## src/rtl/mesi_isc_breq_pkg.sv

```systemverilog
// Shared encodings, FSM states and width defaults for the broadcast-request
// arbiter and its consumer mesi_isc_broad.
package mesi_isc_breq_pkg;

    localparam int ADDR_WIDTH_DEF       = 32;
    localparam int BROAD_TYPE_WIDTH_DEF = 2;
    localparam int BROAD_ID_WIDTH_DEF   = 5;
    localparam int NUM_CPU_FIXED        = 4;
    localparam int STAT_WIDTH           = 16;

    localparam logic [1:0] BROAD_TYPE_NOP = 2'd0;
    localparam logic [1:0] BROAD_TYPE_WR  = 2'd1;
    localparam logic [1:0] BROAD_TYPE_RD  = 2'd2;

    typedef enum logic {
        IDLE  = 1'b0,
        ISSUE = 1'b1
    } breq_state_t;

endpackage

```

## src/rtl/mesi_isc_rr_arb4.sv

```systemverilog
// Combinational 4-way round-robin picker: first set request searching upward
// from ptr+1 (mod 4); zero latency, no backpressure of its own.
module mesi_isc_rr_arb4 (
    input  logic [3:0] req,
    input  logic [1:0] ptr,
    output logic [3:0] gnt,
    output logic [1:0] gnt_idx
);

    logic [1:0] cand;

    // Walk from lowest to highest priority so the highest-priority hit wins.
    always_comb begin
        gnt     = '0;
        gnt_idx = '0;
        cand    = '0;
        for (int i = 4; i >= 1; i--) begin
            cand = ptr + 2'(i);
            if (req[cand]) begin
                gnt     = 4'b0001 << cand;
                gnt_idx = cand;
            end
        end
    end

endmodule

```

## src/rtl/mesi_isc_breq_arb.sv

```systemverilog
// Round-robin broadcast-request arbiter feeding the broadcast FIFO; write/ack one cycle
// after the grant edge, one grant per 2 cycles, stalls while full. Stats: MESI_ISC_BREQ_STATS_EN.
module mesi_isc_breq_arb
    import mesi_isc_breq_pkg::*;
#(
    parameter int ADDR_WIDTH       = ADDR_WIDTH_DEF,
    parameter int BROAD_TYPE_WIDTH = BROAD_TYPE_WIDTH_DEF,
    parameter int BROAD_ID_WIDTH   = BROAD_ID_WIDTH_DEF,
    parameter int NUM_CPU          = NUM_CPU_FIXED
) (
    input  logic                                clk,
    input  logic                                rst,
    input  logic [NUM_CPU-1:0]                  breq_valid_array_i,
    input  logic [NUM_CPU*ADDR_WIDTH-1:0]       breq_addr_array_i,
    input  logic [NUM_CPU*BROAD_TYPE_WIDTH-1:0] breq_type_array_i,
    output logic [NUM_CPU-1:0]                  breq_ack_array_o,
    input  logic                                fifo_status_full_i,
    output logic                                broad_fifo_wr_o,
    output logic [ADDR_WIDTH-1:0]               broad_addr_o,
    output logic [BROAD_TYPE_WIDTH-1:0]         broad_type_o,
    output logic [1:0]                          broad_cpu_id_o,
`ifdef MESI_ISC_BREQ_STATS_EN
    output logic [NUM_CPU*STAT_WIDTH-1:0]       grant_cnt_array_o,
    output logic [STAT_WIDTH-1:0]               stall_cnt_o,
`endif
    output logic [BROAD_ID_WIDTH-1:0]           broad_id_o
);

    breq_state_t                 state;
    logic [1:0]                  ptr;
    logic [BROAD_ID_WIDTH-1:0]   id_cnt;
    logic [3:0]                  gnt;
    logic [1:0]                  gnt_idx;
    logic [ADDR_WIDTH-1:0]       sel_addr;
    logic [BROAD_TYPE_WIDTH-1:0] sel_type;
    logic                        sel_real;
    logic                        grant;

    mesi_isc_rr_arb4 u_rr_arb4 (
        .req     (breq_valid_array_i),
        .ptr     (ptr),
        .gnt     (gnt),
        .gnt_idx (gnt_idx)
    );

    always_comb begin
        sel_addr = '0;
        sel_type = '0;
        for (int i = 0; i < NUM_CPU; i++) begin
            if (gnt_idx == 2'(i)) begin
                sel_addr = breq_addr_array_i[i*ADDR_WIDTH +: ADDR_WIDTH];
                sel_type = breq_type_array_i[i*BROAD_TYPE_WIDTH +: BROAD_TYPE_WIDTH];
            end
        end
    end

    // NOP and reserved types are popped but never reach the FIFO.
    assign sel_real = (sel_type == BROAD_TYPE_WIDTH'(BROAD_TYPE_WR)) ||
                      (sel_type == BROAD_TYPE_WIDTH'(BROAD_TYPE_RD));

    assign grant = (state == IDLE) && (|breq_valid_array_i) &&
                   !fifo_status_full_i && !broad_fifo_wr_o;

    always_ff @(posedge clk) begin
        if (!rst) begin
            state            <= IDLE;
            ptr              <= 2'd3;
            id_cnt           <= '0;
            breq_ack_array_o <= '0;
            broad_fifo_wr_o  <= 1'b0;
            broad_addr_o     <= '0;
            broad_type_o     <= '0;
            broad_cpu_id_o   <= '0;
            broad_id_o       <= '0;
        end else begin
            case (state)
                IDLE: begin
                    if (grant) begin
                        breq_ack_array_o <= gnt;
                        ptr              <= gnt_idx;
                        state            <= ISSUE;
                        if (sel_real) begin
                            broad_fifo_wr_o <= 1'b1;
                            broad_addr_o    <= sel_addr;
                            broad_type_o    <= sel_type;
                            broad_cpu_id_o  <= gnt_idx;
                            broad_id_o      <= id_cnt;
                            id_cnt          <= id_cnt + 1'b1;
                        end
                    end
                end
                ISSUE: begin
                    // Dead cycle lets the FIFO's registered full catch up.
                    breq_ack_array_o <= '0;
                    broad_fifo_wr_o  <= 1'b0;
                    state            <= IDLE;
                end
                default: state <= IDLE;
            endcase
        end
    end

`ifdef MESI_ISC_BREQ_STATS_EN
    always_ff @(posedge clk) begin
        if (!rst) begin
            grant_cnt_array_o <= '0;
            stall_cnt_o       <= '0;
        end else begin
            for (int i = 0; i < NUM_CPU; i++) begin
                if (grant && sel_real && (gnt_idx == 2'(i)) &&
                    (grant_cnt_array_o[i*STAT_WIDTH +: STAT_WIDTH] != '1)) begin
                    grant_cnt_array_o[i*STAT_WIDTH +: STAT_WIDTH] <=
                        grant_cnt_array_o[i*STAT_WIDTH +: STAT_WIDTH] + 1'b1;
                end
            end
            if ((state == IDLE) && (|breq_valid_array_i) && fifo_status_full_i &&
                (stall_cnt_o != '1)) begin
                stall_cnt_o <= stall_cnt_o + 1'b1;
            end
        end
    end
`endif

endmodule

```

## config.mk

```make
export PLATFORM = sky130hd
export DESIGN_NAME = mesi_isc_breq_arb
export DESIGN_NICKNAME = d
export VERILOG_FILES = /design/src/rtl/mesi_isc_breq_pkg.sv /design/src/rtl/mesi_isc_rr_arb4.sv /design/src/rtl/mesi_isc_breq_arb.sv
export SDC_FILE = /design/constraint.sdc
export NUM_CORES = 1
export LEC_CHECK = 0
export ABC_CLOCK_PERIOD_IN_PS = 4500
export BUFFER_PORTS_ARGS = -buffer_cell sky130_fd_sc_hd__buf_4
export CAP_MARGIN = 20
export CORE_MARGIN = 10
export CORE_UTILIZATION = 45
export CTS_CLUSTER_DIAMETER = 100
export DETAILED_ROUTE_END_ITERATION = 7
export PLACE_DENSITY_LB_ADDON = 0.12
export SYNTH_ARGS = -nofsm -noshare
export SYNTH_HDL_FRONTEND = slang
export SYNTH_SLANG_ARGS = --single-unit
```

## constraint.sdc

```tcl
create_clock -name clk -period 4.5 [get_ports clk]
set_input_delay 0.225 -clock clk [delete_from_list [all_inputs] [get_ports clk]]
set_output_delay 0.225 -clock clk [all_outputs]
set_load 0.02 [all_outputs]
```

Word level (Yosys, flattened, before mapping)
Cells that the tools add are included.
{ "totals": {"mem_count": 0, "latchBits": 0, "regBits": 54, "rom_bits": 0, "mem_bits_rw": 0} }
{ "classes": {"mux": 31, "mul": 0, "n_reduce_logical": 11, "shift": 4, "addsub": 4, "div": 0, "n_eq_ne": 7, "magnitude_cmp": 4, "n_bitwise": 1} }
{ "op_table": {"columns": ["op", "count"], "rows": [
  ["$mux 32", 4],
  ["$mux 4", 5],
  ["$mux 2", 8],
  ["$shl 1x2->4 const A", 4],
  ["$lt 2x3->1 const B", 4],
  ["$bmux 1 s2", 4],
  ["$pmux 4 s2", 1],
  ["$mux 1", 7],
  ["$eq 2x2->1 const B", 3],
  ["$add 5x1->5 const B", 1],
  ["$add 2x2->2 const B", 2],
  ["$eq 2x1->1 const B", 2],
  ["$ne 2x2->1 const B", 2],
  ["$pmux 1 s2", 2],
  ["$reduce_and 2->1", 2],
  ["$reduce_or 4->1", 1],
  ["$logic_and 1x1->1", 3],
  ["$reduce_and 3->1", 1],
  ["$add 2x1->2 const B", 1],
  ["$logic_not 1->1", 2],
  ["$logic_not 2->1", 1],
  ["$logic_or 1x1->1", 1],
  ["$not 1->1", 1]
]} }

Longest topological paths before layout
Gate-level depths: netlist of run 1.
{ "depth": {"depth_word": 16, "depth_mapped": 13} }

Cells and area by module
From an unflattened synthesis of run 1, not the netlist that was laid out.
{ "hier_totals": {"hier_cells": 342, "area_unflattened_um2": 3326.9} }
{ "modules_own_cells": {"columns": ["module", "instances", "cells_per_inst", "area_per_inst_um2"], "rows": [
  ["mesi_isc_breq_arb", 1, 285, 2901.5],
  ["mesi_isc_rr_arb4", 1, 57, 425.4]
]} }

Least setup slack after synthesis of run 1
Ideal clock, no wire load.
{ "synth_path": {"path_kind": "register to register", "from": "register ptr[0]", "to": "register id_cnt[0]", "required_time_ps": 4428, "n_path_buf": 2, "arrival_ps": 3597, "slack_ps": 831, "stages_incl_launch_ff": 13, "synth_period_minus_slack_ps": 3669, "setup_ps": 72, "cell_sequence": "dfxtp_1 > buf_2 > inv_1 > ha_1 > mux4_2 > a21oi_1 > o21ai_0 > o311ai_1 > mux2i_1 > a221oi_4 > mux2i_4 > buf_6 > mux2i_1"} }
{ "synth_between": {"elab_chain_cells": 14, "word_cells_on_any_way": 27, "classes_between": "3 x add/sub; 5 x eq/ne; 16 x mux; 3 x reduce/logical"} }
{ "synth_rtl": {"columns": ["element", "line_no", "text"], "rows": [
  ["from (decl)", "mesi_isc_breq_arb.sv:30", "logic [1:0] ptr;"],
  ["from (signal assigned)", "mesi_isc_breq_arb.sv:80", "ptr <= gnt_idx;"],
  ["$add 2x2->2 or $bmux 1 s2 (tied branches)", "mesi_isc_rr_arb4.sv:18, mesi_isc_rr_arb4.sv:19", null],
  ["$bmux 1 s2 or $mux 1 (tied branches)", "mesi_isc_rr_arb4.sv:19", "if (req[cand]) begin"],
  ["$mux 1 (not written as such) or $mux 2 (tied branches)", "mesi_isc_rr_arb4.sv:19", null],
  ["$mux 2 (2 in series)", "mesi_isc_rr_arb4.sv:19", null],
  ["$mux 2 *", "mesi_isc_rr_arb4.sv:19", null],
  ["$logic_not 2->1", "mesi_isc_breq_arb.sv:50", "if (gnt_idx == 2'(i)) begin"],
  ["$mux 2 (3 in series)", "mesi_isc_breq_arb.sv:50", null],
  ["$mux 2 *", "mesi_isc_breq_arb.sv:50", null],
  ["$eq 2x1->1 or $eq 2x2->1 (tied branches)", "mesi_isc_breq_arb.sv:58, mesi_isc_breq_arb.sv:59", null],
  ["$logic_or 1x1->1 *", "mesi_isc_breq_arb.sv:58", "assign sel_real = (sel_type == BROAD_TYPE_WIDTH'(BROAD_TYPE_WR)) ||"],
  ["$reduce_and 3->1 (no line) *", null, null],
  ["to (signal assigned)", "mesi_isc_breq_arb.sv:88", "id_cnt <= id_cnt + 1'b1;"],
  ["to (decl)", "mesi_isc_breq_arb.sv:31", "logic [BROAD_ID_WIDTH-1:0] id_cnt;"]
]} }
Mark *: on every way between the ends. The rest lies on a longest branch, timed or not. The select of a mux whose other input is x is not followed.
A chain may end at the register's enable or synchronous reset.

Final worst setup path of run 1
{ "layout_path": {"from": "register ptr[1]", "to": "register broad_addr_o[29]"} }
{ "layout_between": {"elab_chain_cells": 14, "word_cells_on_any_way": 31, "classes_between": "3 x add/sub; 5 x eq/ne; 20 x mux; 3 x reduce/logical"} }
{ "layout_rtl": {"columns": ["element", "line_no", "text"], "rows": [
  ["$add 2x2->2 or $bmux 1 s2 (tied branches)", "mesi_isc_rr_arb4.sv:18, mesi_isc_rr_arb4.sv:19", null],
  ["$bmux 1 s2 or $mux 1 (tied branches)", "mesi_isc_rr_arb4.sv:19", null],
  ["$mux 1 (not written as such) or $mux 2 (tied branches)", "mesi_isc_rr_arb4.sv:19", null],
  ["$mux 2 (2 in series)", "mesi_isc_rr_arb4.sv:19", null],
  ["$mux 2 *", "mesi_isc_rr_arb4.sv:19", null],
  ["$logic_not 2->1", "mesi_isc_breq_arb.sv:50", null],
  ["$mux 2 (4 in series)", "mesi_isc_breq_arb.sv:50", null],
  ["$eq 2x1->1 or $eq 2x2->1 (tied branches)", "mesi_isc_breq_arb.sv:58, mesi_isc_breq_arb.sv:59", null],
  ["$logic_or 1x1->1", "mesi_isc_breq_arb.sv:58", null],
  ["$reduce_and 3->1 (no line)", null, null],
  ["to (signal assigned)", "mesi_isc_breq_arb.sv:84", "broad_addr_o <= sel_addr;"],
  ["to (decl)", "mesi_isc_breq_arb.sv:19", "output logic [ADDR_WIDTH-1:0] broad_addr_o,"]
]} }
Marked as above.

==> results of run 1 <==
==> stage by stage <==
stage,util (%),setup slack [ps]
4_1_cts,65.4,451
3_5_place_dp,63.9,487
2_1_floorplan,-,831
5_1_grt,65.4,42.7
6_report,65.4,395
3_3_place_gp,63.9,661
==> where the power goes <==
group	switching, mW	internal, mW
clock network	0.166	0.183
logic	0.838	0.673
registers	0.0816	0.606
total	1.09	1.46
==> cell families (layout without fill, tap and decap cells) <==
group,count (synthesis),after routing,synth area share [%]
and+or+nand+nor,190,190,21.4
adders and majority gates,9,9,2.98
DFF,54,54,28.6
AOI/OAI and AO/OA,45,45,9.03
buffers and inverters,40,212,4.86
muxes,119,119,33.1
==> final timing paths <==
path                                       startpoint          endpoint
worst max-delay path                           ptr[1]  broad_addr_o[29]
worst min-delay path            breq_addr_array_i[28]  broad_addr_o[28]
worst max register to register                 ptr[1]  broad_addr_o[29]
worst min register to register       broad_addr_o[28]  broad_addr_o[28]
==> flip-flops by register name, summed over array words and instances (netlist names) <==
register          cells
broad_cpu_id_o        2
ptr                   2
breq_ack_array_o      4
broad_type_o          2
state                 1
broad_id_o            5
broad_addr_o         32
id_cnt                5
broad_fifo_wr_o       1
==> metal layers <==
metal | vias to the layer above | GRT usage, % | share of wire, %
met5 | - | 0 | 0
met4 | 0 | 4.28 | 1.1
met3 | 10 | 6.76 | 8.5
met2 | 128 | 31.2 | 50
met1 | 1707 | 19.9 | 40
li1 | 1942 | - | -
==> placed cells by master (no fill, tap or decap), types with 4 or more instances in the layout <==
cell type,n
a32oi_1,4
nor3_1,5
nand3_1,35
a21oi_1,6
o21ai_0,12
ha_1,9
inv_1,8
mux4_2,4
nand2_1,120
dfxtp_1,54
clkbuf_8,6
o211ai_1,6
nand2b_1,8
buf_4,196
mux2i_1,114
and3_1,4
nor2_1,13
==> tightest hold or removal path: cells and delay by family <==
family,cells,cell delay (ps)
mux,2,160
buf+inv,1,70
simple gates,2,120
==> area by class of cell <==
| cell class | count | area [µm²] |
|---|---|---|
| fill | 733 | 2840 |
| tap | 105 | 131 |
| timing repair buffer | 196 | 1470 |
| clock inverter | 2 | 38.8 |
| multi-input combinational | 363 | 2540 |
| inverter | 8 | 30.0 |
| clock buffer | 6 | 82.6 |
| sequential | 54 | 1080 |
==> results.md, run 1 <==
- Status: completed
- Vias in the first global route: 3822
- Worst hold slack: 315 ps
- Die H: 112 µm
- Arr. time, crit path: 4340 ps
- N_diodes: 0
- Post-DRT Antenna Nets: 0
- Placed insts: 726
- DRC: 0
- Final Non-Filler Cells: 734
- Setup Fix Bufs, Post-CTS: 0
- Final hold vios: 0
- Routed WL: approximately 12 mm
- Total Nets Final: 780
- Remaining Overflow, GRT: 0
- Aggregate global-route resource usage: roughly 18%
- # port buffers: 188
- CORE AREA: about 8000 µm²
- Syn Inst Count: 457
- VDD IR-drop max: 0.000247 V
- # IOs: 189
- Later-pin clock latency in the skew report: ~300 ps
- Period utilization: 91.2%
- Post-DP HPWL: around 9.8 mm
- Synth unique cells: 37
- Pwr dens: 474 nW/µm²
- Max-cap violations: 0
- Most frequent CP cell: mux2i_1
- Worst path depth: 11
- Number of H-tree levels: 2
- Worst-case clock buffer depth: 2
- Crit end category: register
- Synthesized cell area: 3780 µm²
- Fin crit period: around 4100 ps
- Post-synth top cells: 120 x nand2_1, 114 x mux2i_1, 54 x dfxtp_1, 35 x nand3_1, 18 x clkbuf_1
- Critical Path RT: 4740 ps
- Slew @ Worst Pin: just over 1000 ps
- Reg2Reg Depth: 11
- CP delay by family, top: compound AO/OA/AOI/OAI gates
- Horiz. Die Dim: around 110 µm
- Crit Path Category: register to register
- Register area share after synthesis: between 20% and 30%
- Post-synthesis async set-or-reset flop share: 0%
- First-pass GRT wire length: 18.9 mm
- Via Count: 3787
- Reg clk slew, reported paths: 100 ps
- Row Count: 33
- Routed wire per std cell: 16.6 µm
- Slew Viols, Final: 0
- Vias/cell: 5.16
- Drt first pass iters: 4
- Tot Pwr: 2.55 mW
- Maximum fanout along the worst path: 28
- Number of synthesized register bits: 54
- Max Clock Freq: 244 MHz
- Slowest stage delay, CP: 610 ps
- # setup viols final: 0
- Gates resized, CTS repair: 0
- Largest net degree at the start of global routing: 94
- Largest area contributor in the netlist: mux2i_1
- Syn avg cell area: 8.28 µm²
- RSZ-0062 raised after global routing: false
- Share of the synthesized area in the top cell type: between 30% and 40%
- GP Congestion: 0.908
- Hold Path Class: primary input to register
- Area contributors post-synth: mux2i_1 30%, dfxtp_1 29%, nand2_1 12%
- CTS Sinks: 54
- Top-count cell post-synth: nand2_1
- Cell breakdown of the critical path: inv_1 -> ha_1 -> mux4_2 -> a21oi_1 -> o21ai_0 -> o311ai_1 -> mux2i_1 -> a221oi_4 -> mux2i_4 -> buf_4 -> mux2i_1
- Die area: 12500 µm²
- WHS Path Cells: 5
- Ys flop type: dfxtp_1
- Flop-to-flop setup slack: 400 ps
- Fin area: roughly 5400 µm²
- Fraction of layout cells with a size suffix above 1: 34.2%
- CP bufs+invs: 2
- Worst relative slew slack: 31.9%
- Post-synthesis net count: 609
- Initial DRC Count: 117
- TritonCTS clock tree: built
- Critical Path Slowest Stage Cell: dfxtp_1
- Synth warn: 0
- Placed Area: between 5000 and 6000 µm²
- Setup TNS: 0 ps
- Layout Skew: 4.25 ps
- Clk root buf: clkbuf_8
- Leak pwr: around 2.7 nW
- Worst setup SP type: register
- Post-synth EDFFs: 0
- Cts bufs inserted: 5
- Initial antenna violation count: 0
- Initial core utilization: 46.0%
- Cts hold-fix bufs: 0
- Area Overhead vs Synth: 42.0%
Power figures use the tool's default switching activity.
==> inputs of run 2 (changes only) <==
Settings changed: ABC_CLOCK_PERIOD_IN_PS 4500 to 4200, CTS_BUF_LIST set to sky130_fd_sc_hd__clkbuf_2 sky130_fd_sc_hd__clkbuf_4 sky130_fd_sc_hd__clkbuf_8, HOLD_SLACK_MARGIN set to 0.06.
Clock period 4.5 ns to 4.2 ns, I/O delays scaled along.
==> results.md, run 2 (synthesis gave the netlist of run 1 again) <==
- CP bufs+invs: 2 (unchanged)
- WHS Path Cells: 5 (unchanged)
- Vias in the first global route: 3916 (+2.5%)
- Arr. time, crit path: 4050 ps (-290 ps)
- Slew @ Worst Pin: 1040 ps (+15.9 ps)
- Post-Route Utilization: 65.2% (-0.21 points)
- Max Clock Freq: 262 MHz (+7.5%)
- Tot Pwr: 2.67 mW (+4.9%)
- Horiz. Die Dim: 112 µm (unchanged)
- Via Count: 3753 (-0.90%)
- Commonest non-fill, non-tap cell in the layout: buf_4
- Worst relative slew slack: 31.0% (-0.98 points)
- Period utilization: 90.9% (-0.31 points)
- Fin area: 5360 µm² (-0.33%)
- Total Nets Final: 779 (-0.13%)
- Placed Area: 5260 µm² (about the same)
- Setup Fix Bufs, Post-CTS: 0 (unchanged)
- Pwr dens: 499 nW/µm² (+5.2%)
- Setup TNS: 0 ps (unchanged)
- # IOs: 189 (unchanged)
- Area Overhead vs Synth: 41.5%
- Worst-case clock buffer depth: 2 (unchanged)
- Fraction of layout cells with a size suffix above 1: 34.2% (+0.054 points)
- Cts bufs inserted: 5 (unchanged)
- Crit Reg-Reg Endpoint: broad_addr_o[13]
- Remaining Overflow, GRT: 0 (unchanged)
- Final hold vios: 0 (unchanged)
- Row Count: 33 (unchanged)
- Worst setup SP type: register
- Biggest regs: broad_addr_o: 32 flops, broad_id_o: 5 flops, id_cnt: 5 flops
- Critical Path Slowest Stage Cell: dfxtp_1
- Largest register FFs: 32 (unchanged)
- GP Congestion: 0.910 (+0.24%)
- Gates resized, CTS repair: 0 (unchanged)
- Most frequent CP cell: mux2i_1
- Vias/cell: 5.12 (-0.76%)
- CP delay by family, top: multiplexers
- Worst Hold Launch: breq_addr_array_i[47]
- VDD IR-drop max: 0.000206 V (-17%)
- Flop-to-flop setup slack: 380 ps (about the same)
- Fin crit period: 3820 ps (-287 ps)
- First-pass GRT wire length: 19.1 mm (+1.1%)
- CORE AREA: 8220 µm² (unchanged)
- Reg2Reg Depth: 11 (unchanged)
- Max-cap violations: 0 (unchanged)
- Post-DRT Antenna Nets: 0 (unchanged)
- Clk root buf: clkbuf_8
- # port buffers: 188 (unchanged)
- RSZ-0062 raised after global routing: false
- Leak pwr: 2.72 nW (-0.32%)
- Number of H-tree levels: 2 (unchanged)
- Crit Path Category: register to register
- Most frequent cells in the layout: 194 x buf_4, 120 x nand2_1, 114 x mux2i_1
- Maximum fanout along the worst path: 42 (+50%)
- Die H: 112 µm (unchanged)
- Aggregate global-route resource usage: 17.9% (+0.12 points)
- Placed insts: 725 (-0.14%)
- Cell breakdown of the critical path: inv_1 -> ha_1 -> mux4_2 -> nor2b_2 -> nor2_1 -> o311ai_1 -> mux2i_1 -> a221oi_4 -> mux2i_4 -> buf_12 -> mux2i_1
- Crit end category: register
- Final Non-Filler Cells: 733 (-0.14%)
- Slowest stage delay, CP: 600 ps (about the same)
- CTS Sinks: 54 (unchanged)
- Worst Hold Path EP: broad_addr_o[15]
- Hold Path Class: primary input to register
- Filler cells: 729 (-0.55%)
- N_diodes: 0 (unchanged)
- Layout Skew: 10.9 ps (+6.65 ps)
- Drt first pass iters: 4 (unchanged)
- Initial antenna violation count: 0 (unchanged)
- Die area: 12500 µm² (unchanged)
- TritonCTS clock tree: built
- Initial DRC Count: 116 (-0.85%)
- Post-DP HPWL: 9.76 mm (-0.56%)
- Critical Path RT: 4430 ps (-310 ps)
- Status: completed
- Initial core utilization: 46.0% (unchanged)
- Later-pin clock latency in the skew report: 300 ps (about the same)
- # setup viols final: 0 (unchanged)
- Largest net degree at the start of global routing: 94 (unchanged)
- Slew Viols, Final: 0 (unchanged)
- DRC: 0 (unchanged)
- Routed wire per std cell: 16.3 µm (-1.7%)
- Reg clk slew, reported paths: 100 ps (about the same)
- Routed WL: 11.9 mm (-1.8%)
- Critical R2R Launch: ptr[1]
- Reg with most FFs: broad_addr_o
- Cts hold-fix bufs: 0 (unchanged)
-- run 2: cell count changes in the layout (fill, tap and decap cells not counted) --
cell and delta:
buf_4 -2, a21oi_1 -1, a21oi_2 +1, buf_12 +1, bufinv_16 -1, clkbuf_4 +1, clkinv_2 +1, inv_6 -1
-- run 2: through the flow --
step | setup WS, ps | hold WS (ps)
after floorplan | 531 | 452
after global placement | 490 | 446
after detailed placement | 235 | 453
after CTS | 215 | 298
after global routing | 42.8 | 327
final | 382 | 304
-- run 2: area by class of cell --
| class | count | area, µm² | share of cell area [%] |
|---|---|---|---|
| Clock buffer | 7 | 90.1 | 1.68 |
| Clock inverter | 1 | 5.00 | 0.0935 |
| Inverter | 8 | 30.0 | 0.561 |
| Multi-Input combinational cell | 363 | 2540 | 47.5 |
| Sequential cell | 54 | 1080 | 20.2 |
| Tap cell | 105 | 131 | 2.45 |
| Timing Repair Buffer | 195 | 1480 | 27.6 |
-- run 2: routing by layer --
metal,vias to the layer above,GRT usage (%),wire length [µm]
met1,1671,20.4,4870
met4,0,3.94,84
met3,6,5.90,977
li1,1928,-,-
met5,-,0,0
met2,148,31.7,6020
-- run 2: how the worst max path moves through the flow --
stage               startpoint          endpoint  cells past startpoint
floorplan               ptr[0]         id_cnt[0]                     12
global placement        ptr[1]  broad_addr_o[29]                     11
detailed placement      ptr[1]  broad_addr_o[13]                     11
CTS                     ptr[1]  broad_addr_o[13]                     11
global route            ptr[1]  broad_addr_o[22]                     11
finish                  ptr[1]  broad_addr_o[13]                     11
-- run 2: tightest hold or removal path, delay by kind of cell --
family | cells | cell delay, ps
AND/OR/NAND/NOR | 2 | 130
buffers and inverters | 1 | 80
multiplexers | 2 | 160
-- run 2: power by group --
group	switching, mW	internal (mW)
clock	0.161	0.140
sequential	0.0915	0.650
combinational	0.898	0.733
==> inputs of run 3 (changes only) <==
Settings changed: ABC_AREA set to 1, BUFFER_PORTS_ARGS -buffer_cell sky130_fd_sc_hd__buf_4 to -buffer_cell sky130_fd_sc_hd__buf_2.
==> results.md, run 3 <==
- Fraction of layout cells with a size suffix above 1: 28.3% (-6.0 points)
- Remaining Overflow, GRT: 0 (unchanged)
- Slew @ Worst Pin: 716 ps (-320 ps)
- Hold Path Class: primary input to register
- Worst Slack Setup Final: 586 ps (+204 ps)
- Crit Path Category: register to register
- Critical R2R Launch: ptr[0]
- Crit Reg-Reg Endpoint: broad_addr_o[28]
- Period utilization: 86.0% (-4.9 points)
- Register area share after synthesis: 30.2% (+1.6 points)
- Worst setup SP type: register
- Pwr dens: 821 nW/µm² (+64%)
- Biggest regs: broad_addr_o: 32 flops, broad_id_o: 5 flops, id_cnt: 5 flops
- Via Count: 4333 (+15%)
- Area Overhead vs Synth: 28.9%
- Max-cap violations: 0 (unchanged)
- Routed WL: 12.3 mm (+3.2%)
- Leak pwr: 2.58 nW (-4.9%)
- Maximum fanout along the worst path: 41 (-2.4%)
- Ys flop type: dfxtp_1
- Setup Slack @ Placement: 584 ps (+348 ps)
- Post-synth top cells: 208 x nand2_1, 122 x nor2_1, 54 x dfxtp_1, 53 x inv_1, 47 x nand4_1
- Reg with most FFs: broad_addr_o
- Filler cells: 812 (+11%)
- Commonest non-fill, non-tap cell in the layout: nand2_1
- First-pass GRT wire length: 19.8 mm (+3.8%)
- Tot Pwr: 3.79 mW (+42%)
- Cts hold-fix bufs: 0 (unchanged)
- Initial DRC Count: 164 (+41%)
- Top-count cell post-synth: nand2_1
- Drt first pass iters: 4 (unchanged)
- Post-synth EDFFs: 0 (unchanged)
- Syn avg cell area: 5.92 µm² (-29%)
- Syn Inst Count: 605 (+32%)
- Comb pwr share: 69.2% (+8.2 points)
- VDD IR-drop max: 0.000362 V (+76%)
- Setup TNS: 0 ps (unchanged)
- # setup viols final: 0 (unchanged)
- Aggregate global-route resource usage: 19.9% (+1.9 points)
- # IOs: 189 (unchanged)
- CTS Sinks: 54 (unchanged)
- Initial core utilization: 46.3% (+0.28 points)
- Worst relative slew slack: 52.3% (+21 points)
- Critical Path RT: 4450 ps (+20 ps)
- Setup Fix Bufs, Post-CTS: 0 (unchanged)
- Area contributors post-synth: dfxtp_1 30%, nand2_1 22%, nor2_1 13%
- Total Nets Final: 926 (+19%)
- Fin crit period: 3610 ps (-204 ps)
- Slew Viols, Final: 0 (unchanged)
- Cell breakdown of the critical path: inv_2 -> ha_1 -> inv_1 -> nand3_1 -> nand2_1 -> inv_2 -> nand2_1 -> nand2_1 -> nand2_4 -> nand2_4 -> or2_4 -> nand3_4 -> nand3_4 -> inv_4 -> nor2_1 -> nor2_1
- Number of H-tree levels: 2 (unchanged)
- Worst Hold Path EP: broad_addr_o[10]
- Vias in the first global route: 4321 (+10%)
- Post-DRT Antenna Nets: 0 (unchanged)
- Post-synthesis async set-or-reset flop share: 0% (unchanged)
- Placed Area: 4530 µm² (-14%)
- Post-DP HPWL: 9.92 mm (+1.6%)
- Clk root buf: clkbuf_8
- CORE AREA: 7730 µm² (-6.0%)
- Critical Path Slowest Stage Cell: dfxtp_1
- Share of the synthesized area in the top cell type: 30.2% (+0.041 points)
- Layout Skew: 9.58 ps (-1.31 ps)
- Gates resized, CTS repair: 0 (unchanged)
- Sw Share: 55.9% (+13 points)
- Later-pin clock latency in the skew report: 310 ps (about the same)
- Number of synthesized register bits: 54 (unchanged)
- Most frequent CP cell: nand2_1
- Synthesized cell area: 3580 µm² (-5.4%)
- Flop-to-flop setup slack: 590 ps (+200 ps)
- # port buffers: 188 (unchanged)
- GP Congestion: 0.958 (+5.2%)
- Largest area contributor in the netlist: dfxtp_1
- Switch Pwr: 2.12 mW (+84%)
- Post-synthesis net count: 757 (+24%)
- Row Count: 32 (-3.0%)
- Worst hold slack: 225 ps (-78.5 ps)
- Flop pwr share: 22.9% (-4.8 points)
- CP bufs+invs: 4 (+2)
- Worst-case clock buffer depth: 2 (unchanged)
- Power share of the clock group: 7.9% (-3.4 points)
- Most frequent cells in the layout: 208 x nand2_1, 188 x buf_2, 119 x nor2_1
- Worst Hold Launch: breq_addr_array_i[42]
- Final hold vios: 0 (unchanged)
- Largest net degree at the start of global routing: 43 (-54%)
- Max Clock Freq: 277 MHz (+5.6%)
- Reg clk slew, reported paths: 110 ps (about the same)
- TritonCTS clock tree: built
- CP delay by family, top: simple AND/OR/NAND/NOR gates
- Reg2Reg Depth: 16 (+5)
- Largest register FFs: 32 (unchanged)
- P_int: 1.67 mW (+9.8%)
- Die H: 109 µm (-2.2%)
- Cts bufs inserted: 5 (unchanged)
- WHS Path Cells: 5 (unchanged)
- Horiz. Die Dim: 109 µm (-2.2%)
- N_diodes: 0 (unchanged)
- DRC: 0 (unchanged)
- Crit end category: register
- Initial antenna violation count: 0 (unchanged)
- Synth unique cells: 26 (-30%)
- Fin area: 4620 µm² (-14%)
- Vias/cell: 4.94 (-3.5%)
- Synth warn: 0 (unchanged)
- Slowest stage delay, CP: 540 ps (-60 ps)
- Arr. time, crit path: 3860 ps (-190 ps)
- Status: completed
- Routed wire per std cell: 14.1 µm (-14%)
- RSZ-0062 raised after global routing: false
- Die area: 11900 µm² (-4.4%)
## run 3: cell types whose count changed after synthesis, moves of 8 or more
cell	delta
inv_1	+45
nand4_1	+47
a21oi_1	+10
mux2i_1	-114
nand2b_1	-8
nand2_1	+88
nor2_1	+109
## run 3: worst reg2reg max path: stages (launching register included)
cell	delay [ps]
dfxtp_1	540
inv_2	170
ha_1	360
inv_1	100
nand3_1	120
nand2_1	120
inv_2	90
nand2_1	80
nand2_1	130
nand2_4	160
nand2_4	150
or2_4	290
nand3_4	260
nand3_4	430
inv_4	380
nor2_1	100
nor2_1	110
## run 3: cell type report
type,count,area (µm²),area share [%]
multi-input combinational,464,2130,46.1
sequential,54,1080,23.4
timing repair buffer,192,971,21.0
inverter,57,216,4.69
tap,102,128,2.76
clock buffer,5,68.8,1.49
clock inverter,3,21.3,0.461
## run 3: layer usage
metal	GRT usage (%)	wire length, µm	vias to the layer above
met4	5.95	244	0
met3	6.78	1420	20
li1	-	-	2248
met2	33.0	5610	195
met1	23.8	5060	1870
met5	0	0	-
## run 3: power by group through the flow
stage               logic [mW]  registers [mW]  clock network, mW
global route              2.97           0.900              0.334
detailed placement        2.64           0.877                  0
global placement          2.56           0.873                  0
finish                    2.62           0.868              0.299
CTS                       2.65           0.870              0.308
floorplan                 1.75            1.11                  0
## run 3: worst max-delay path by stage
stage | startpoint | end | slack [ps] | depth (start not counted)
after global routing | ptr[0] | broad_addr_o[11] | 160 | 18
after floorplan | ptr[0] | broad_addr_o[0] | 1560 | 19
final | ptr[0] | broad_addr_o[28] | 590 | 16
after global placement | ptr[0] | broad_addr_o[28] | 830 | 17
after CTS | ptr[0] | broad_addr_o[28] | 580 | 18
after detailed placement | ptr[0] | broad_addr_o[28] | 580 | 18
## run 3: per-stage QoR
step	utilization, %	std cells
2_1_floorplan	-	605
3_3_place_gp	58.6	869
3_5_place_dp	58.6	869
4_1_cts	59.7	877
5_1_grt	59.7	877
6_report	59.7	877
## run 3: cell families (layout without fill, tap and decap cells)
group / count (synthesis) / after routing / share of synthesized area (%)
simple gates: 424 / 424 / 50.9
buf+inv: 87 / 257 / 10.7
flops: 54 / 54 / 30.2
compound gates: 28 / 28 / 4.30
fa+ha+maj: 9 / 9 / 3.15
xor+xnor: 3 / 3 / 0.734
